### src/rtl/neuron_mac.sv
// rtl/neuron_mac.sv - single-neuron multiply-accumulate with bias, ReLU, rescale and saturation
module neuron_mac #(
    parameter int data_size   = 16,
    parameter int frac_bits   = 8,
    parameter int num_weights = 4,
    parameter int addr_size   = 5
) (
    input  logic                 clk,
    input  logic                 rst,
    input  logic                 in_valid,
    input  logic [data_size-1:0] in_data,
    output logic                 in_ready,
    output logic [addr_size-1:0] r_addr,
    output logic                 r_en,
    input  logic [data_size-1:0] weight_in,
    input  logic [data_size-1:0] bias,
    output logic                 out_valid,
    output logic [data_size-1:0] out_data,
    output logic                 busy
);

    // 8 guard bits keep up to 256 full-width products from overflowing
    localparam int acc_w = 2 * data_size + 8;
    // wide enough to index 256 inputs and to hold the terminal compare value
    localparam int cnt_w = 9;

    localparam logic signed [acc_w-1:0] sat_max =
        {{(acc_w - data_size + 1){1'b0}}, {(data_size - 1){1'b1}}};
    localparam logic [cnt_w-1:0] last_idx = cnt_w'(num_weights - 1);

    typedef enum logic [1:0] {ACCUM, WAIT, BIAS, OUT} state_t;

    state_t                       state;
    logic        [cnt_w-1:0]      count;
    logic signed [data_size-1:0]  in_d;
    logic                         mul_v;
    logic signed [acc_w-1:0]      acc;

    logic                         accept;
    logic                         last_in;
    logic signed [2*data_size-1:0] prod;
    logic signed [acc_w-1:0]      prod_ext;
    logic signed [acc_w-1:0]      bias_ext;
    logic signed [acc_w-1:0]      sum;
    logic signed [acc_w-1:0]      shifted;
    logic        [data_size-1:0]  act_val;

    assign in_ready = (state == ACCUM) || (state == OUT);
    assign accept   = in_valid && in_ready;
    assign r_en     = accept;
    assign r_addr   = addr_size'(count);
    assign busy     = (count != '0) || (state != ACCUM);
    assign last_in  = (count == last_idx);

    // weight_in arrives one cycle after its read, lining up with the registered in_d
    assign prod     = in_d * $signed(weight_in);
    assign prod_ext = {{(acc_w - 2*data_size){prod[2*data_size-1]}}, prod};
    assign bias_ext = $signed({{(acc_w - data_size){bias[data_size-1]}}, bias}) <<< frac_bits;
    assign sum      = acc + bias_ext;
    assign shifted  = sum >>> frac_bits;

    // ReLU, then floor rescale to the output format with positive saturation
    always_comb begin
        act_val = '0;
        if (sum[acc_w-1]) begin
            act_val = '0;
        end else if (shifted > sat_max) begin
            act_val = sat_max[data_size-1:0];
        end else begin
            act_val = shifted[data_size-1:0];
        end
    end

    // sequencing FSM, input capture, accumulator and registered result
    always_ff @(posedge clk) begin
        if (rst) begin
            state     <= ACCUM;
            count     <= '0;
            in_d      <= '0;
            mul_v     <= 1'b0;
            acc       <= '0;
            out_valid <= 1'b0;
            out_data  <= '0;
        end else begin
            mul_v     <= accept;
            out_valid <= 1'b0;
            if (accept) begin
                in_d <= $signed(in_data);
            end
            if (mul_v) begin
                acc <= acc + prod_ext;
            end

            case (state)
                ACCUM: begin
                    if (accept) begin
                        if (last_in) begin
                            count <= '0;
                            state <= WAIT;
                        end else begin
                            count <= count + cnt_w'(1);
                        end
                    end
                end
                WAIT: begin
                    // the final product lands in acc during this cycle
                    state <= BIAS;
                end
                BIAS: begin
                    out_data  <= act_val;
                    out_valid <= 1'b1;
                    state     <= OUT;
                end
                OUT: begin
                    // no product is pending here, so clearing acc loses nothing;
                    // an input accepted now is accumulated onto the cleared acc
                    acc <= '0;
                    if (accept && last_in) begin
                        count <= '0;
                        state <= WAIT;
                    end else begin
                        if (accept) begin
                            count <= count + cnt_w'(1);
                        end
                        state <= ACCUM;
                    end
                end
                default: state <= ACCUM;
            endcase
        end
    end

endmodule

### config.mk
export PLATFORM = sky130hd
export DESIGN_NAME = neuron_mac
export DESIGN_NICKNAME = d
export VERILOG_FILES = /design/src/rtl/neuron_mac.sv
export SDC_FILE = /design/constraint.sdc
export NUM_CORES = 1
export LEC_CHECK = 0
export CELL_PAD_IN_SITES_DETAIL_PLACEMENT = 0
export CELL_PAD_IN_SITES_GLOBAL_PLACEMENT = 1
export CORE_MARGIN = 5
export CORE_UTILIZATION = 53
export DETAILED_ROUTE_END_ITERATION = 8
export GPL_TIMING_DRIVEN = 0
export PLACE_DENSITY = 0.89
export REMOVE_ABC_BUFFERS = 1
export SYNTH_ARGS = -nofsm -noshare
export SYNTH_HDL_FRONTEND = slang
export SYNTH_SLANG_ARGS = --single-unit
### constraint.sdc
create_clock -name clk -period 19.8 [get_ports clk]
set_input_delay 2.97 -clock clk [delete_from_list [all_inputs] [get_ports clk]]
set_output_delay 2.97 -clock clk [all_outputs]
set_load 0.05 [all_outputs]
==> metrics.csv <==
metric;value;unit
Clock Skews;14.5;ps
Critical Path AT;10580;ps
Core Rows;66;
initial antenna violation count;0;
FF/Latch Area;1700;µm²
Hold Path Depth;1;
Max VDD drop;0.000206;V
Mean Syn Cell Area;8.88;µm²
largest incremental delay on the critical path;860;ps
Worst Hold Launch;out_data[15];
Seq pwr share;0.078;
CTS H-tree depth;3;
Total Neg Setup Slack;0;ps
Clock transition at path regs;80;ps
Lkg Pwr;9.29;nW
global-route wire length before repair;67900;µm
Max FO, Critical Path;23;
post-synthesis mux area share;0.0158;
Worst Path Required;20070;ps
worst-margin pin slew;1290;ps
fill cell count;2937;
area share of xor/xnor cells in the synthesized design;0.0329;
MaxCap Viol Count;0;
Pint;1.46;mW
area delta synth->final;7.45;%
Clk network pwr share;0.058;
Hold Crit Class;reg2reg;
largest net degree at the start of global routing;43;
CTS Hold Bufs;0;
CP max stage cell;clkdlybuf4s50_1;
1st-iter DRT viols;680;
post-synthesis compound-gate area fraction;0.103;
Most used DFF post-synth;dfxtp_1;
final WL;39900;µm
total track usage;0.229;
RSZ-0062 raised after global routing;no;
RR Endpoint;acc[32];
crit end category;register;
CTS tree;built;
Vias/cell;5.44;
Final Critical Period;10310;ps
P_sw;1.73;mW
area of the multi-input gates;13800;µm²
Sw Share;0.542;
DRC viols;0;
GPL Wtd Cong;0.936;
Post-CTS Setup Repair Bufs;0;
Final period util;0.521;
Logic pwr share;0.864;
vias in the first global route;13959;
worst skew pair latency;380;ps
Final nets;2492;
count of warnings emitted by yosys;0;
Worst Hold Path EP;out_data[15];
largest family of logic cells by synthesized area;adder cells;
cell mode on critical path;fa_1;
Root Driver;clkbuf_16;
relative slew slack;0.139;
worst path cell trace;clkdlybuf4s50_1, nand2_1, inv_1, ha_1, fa_1, fa_1, fa_1, inv_1, fa_1, inv_1, ha_1, and3_1, and3_1, nor4b_1, nor2_1, o21ai_0, a311o_1, a31oi_1, mux2i_1, nand2_1;
Final setup viols;0;
Die Wd;191;µm
Hold Fails Final Rpt;0;
PwrDens;171;nW/µm²
IO Port Bufs;75;
Seq/Total Area, Yosys;0.0983;
R2R Setup Slk;12130;ps
outcome;completed;
die height;191;µm
number of routed nets with antenna violations;0;
Netlist cell types;71;
max-slew violation count;0;
die area;36400;µm²
Initial Util;0.535;
Post-synth EDFFs;0;
post-DR wirelength/cell;16.6;µm
Max clock buf depth;2;
Mapped Area;17300;µm²
Synth Area in Simple Gates;0.152;
CTS resizes;0;
layout cells sized above 1;0.0153;
# IOs;76;
Final Util;0.574;
Core Region;32400;µm²
total gr overflow;0;
asr flop ratio synth;0;
vias post-DR;13076;
Synth Area in Adders;0.493;
Num CTS Buffers;9;
Post-Syn Instances;1948;
drt pass-1 iters;6;
startpoint types;primary input;
Post-DP HPWL;33500;µm
worst reg2reg path depth;19;
clock sinks;85;
Max Clk Rate;97.0;MHz
Yosys reg bits;85;
crit path kind;in2reg;
Ant. Diodes;0;
reg2reg start;in_d[15];
cells in the final DEF (no fill, tap or decap), types with 4 or more instances in the layout:
| cell type | count |
|---|---|
| inv_1 | 396 |
| fa_1 | 331 |
| nand2_1 | 222 |
| ha_1 | 152 |
| and2_1 | 115 |
| nor2_1 | 91 |
| dfxtp_1 | 84 |
| a21oi_1 | 82 |
| clkdlybuf4s50_1 | 75 |
| xnor2_1 | 39 |
| nand3_1 | 33 |
| o21ai_0 | 31 |
| xor2_1 | 26 |
| mux2i_1 | 24 |
| a21o_1 | 22 |
| nor3_1 | 18 |
| and3_1 | 17 |
| a221o_1 | 15 |
| o21a_1 | 13 |
| nand2b_1 | 11 |
| a211oi_1 | 11 |
| nand4_1 | 11 |
| nor2b_1 | 10 |
| o211ai_1 | 9 |
| a31oi_1 | 9 |
| clkbuf_16 | 9 |
| o21bai_1 | 8 |
| or3_1 | 6 |
| o21ai_1 | 6 |
| o22ai_1 | 6 |
| nor4_1 | 4 |
| o2111ai_1 | 4 |
| a211o_1 | 4 |
| a41oi_1 | 4 |
per-layer routing:
metal | global-route usage | vias up | wire length, µm
li1 | - | 6146 | -
met1 | 0.292 | 6607 | 16400
met2 | 0.419 | 259 | 21200
met3 | 0.0189 | 64 | 1320
met4 | 0.0666 | 0 | 968
met5 | 0 | - | 0
cell type report:
cell class	count	share of cell area
clock buffers	9	0.0121
clock inverters	7	0.00464
inverters	398	0.0804
multi-input cells	1389	0.741
flip-flops and latches	85	0.0916
well taps	442	0.0297
repair buffers	75	0.0404
sequential cells by signal (all words and copies together) (netlist names):
| signal | count |
|---|---|
| in_d | 16 |
| acc | 40 |
| state | 2 |
| out_data | 16 |
| mul_v | 1 |
| count | 9 |
| out_valid | 1 |
worst max path at each step:
stage                            start  endpoint  slack [ps]  cells after the start
after global routing      weight_in[0]   acc[38]        9100                     20
after detailed placement  weight_in[0]   acc[32]        9260                     20
after CTS                 weight_in[0]   acc[32]        9640                     20
after global placement    weight_in[1]   acc[32]        9390                     23
final                     weight_in[0]   acc[32]        9490                     20
after floorplan           weight_in[1]   acc[37]       10930                     23
critical path: cells and delay by family:
kind	cells	cell delay (ps)
adders and majority gates	6	2850
and+or+nand+nor	6	1920
buffers and inverters	4	1730
AOI/OAI and AO/OA	3	920
muxes	1	170
cells in the mapped netlist, drive strengths merged, types with 22 or more instances:
master | number | share of area
a21oi | 83 | 0.024
and2 | 115 | 0.042
o21ai | 37 | 0.011
clkbuf | 57 | 0.012
a21o | 22 | 0.0095
dfxtp | 85 | 0.098
xnor2 | 39 | 0.020
nand2 | 222 | 0.048
fa | 331 | 0.38
nor2 | 91 | 0.020
nand3 | 33 | 0.0095
xor2 | 26 | 0.013
inv | 397 | 0.086
mux2i | 24 | 0.014
ha | 152 | 0.11
kinds of logic after synthesis:
| family | after synthesis |
|---|---|
| muxes | 27 |
| DFF | 85 |
| AOI/OAI and AO/OA | 262 |
| adders and majority gates | 483 |
| and+or+nand+nor | 552 |
| xor gates and xnor gates | 65 |
| buffers and inverters | 474 |
per-stage QoR:
| step | hold WS (ps) | std cells | total power [mW] | setup slack, ps | area [µm²] |
|---|---|---|---|---|---|
| after floorplan | 460 | 1872 | 2.42 | 10930 | 17000 |
| after global placement | 443 | 2389 | 2.97 | 9390 | 18300 |
| after detailed placement | 450 | 2389 | 3.01 | 9260 | 18300 |
| after CTS | 468 | 2405 | 3.22 | 9640 | 18600 |
| after global routing | 498 | 2405 | 3.61 | 9100 | 18600 |
| final | 471 | 2405 | 3.19 | 9490 | 18600 |
power groups by stage:
| stage | logic, mW | registers [mW] | clock network (mW) |
|---|---|---|---|
| global placement | 2.72 | 0.252 | 0 |
| detailed placement | 2.76 | 0.253 | 0 |
| finish | 2.75 | 0.249 | 0.185 |
| global route | 3.16 | 0.253 | 0.194 |
| floorplan | 2.17 | 0.241 | 0 |
| CTS | 2.78 | 0.249 | 0.189 |
Note: power is estimated with default switching activity, not from simulation.
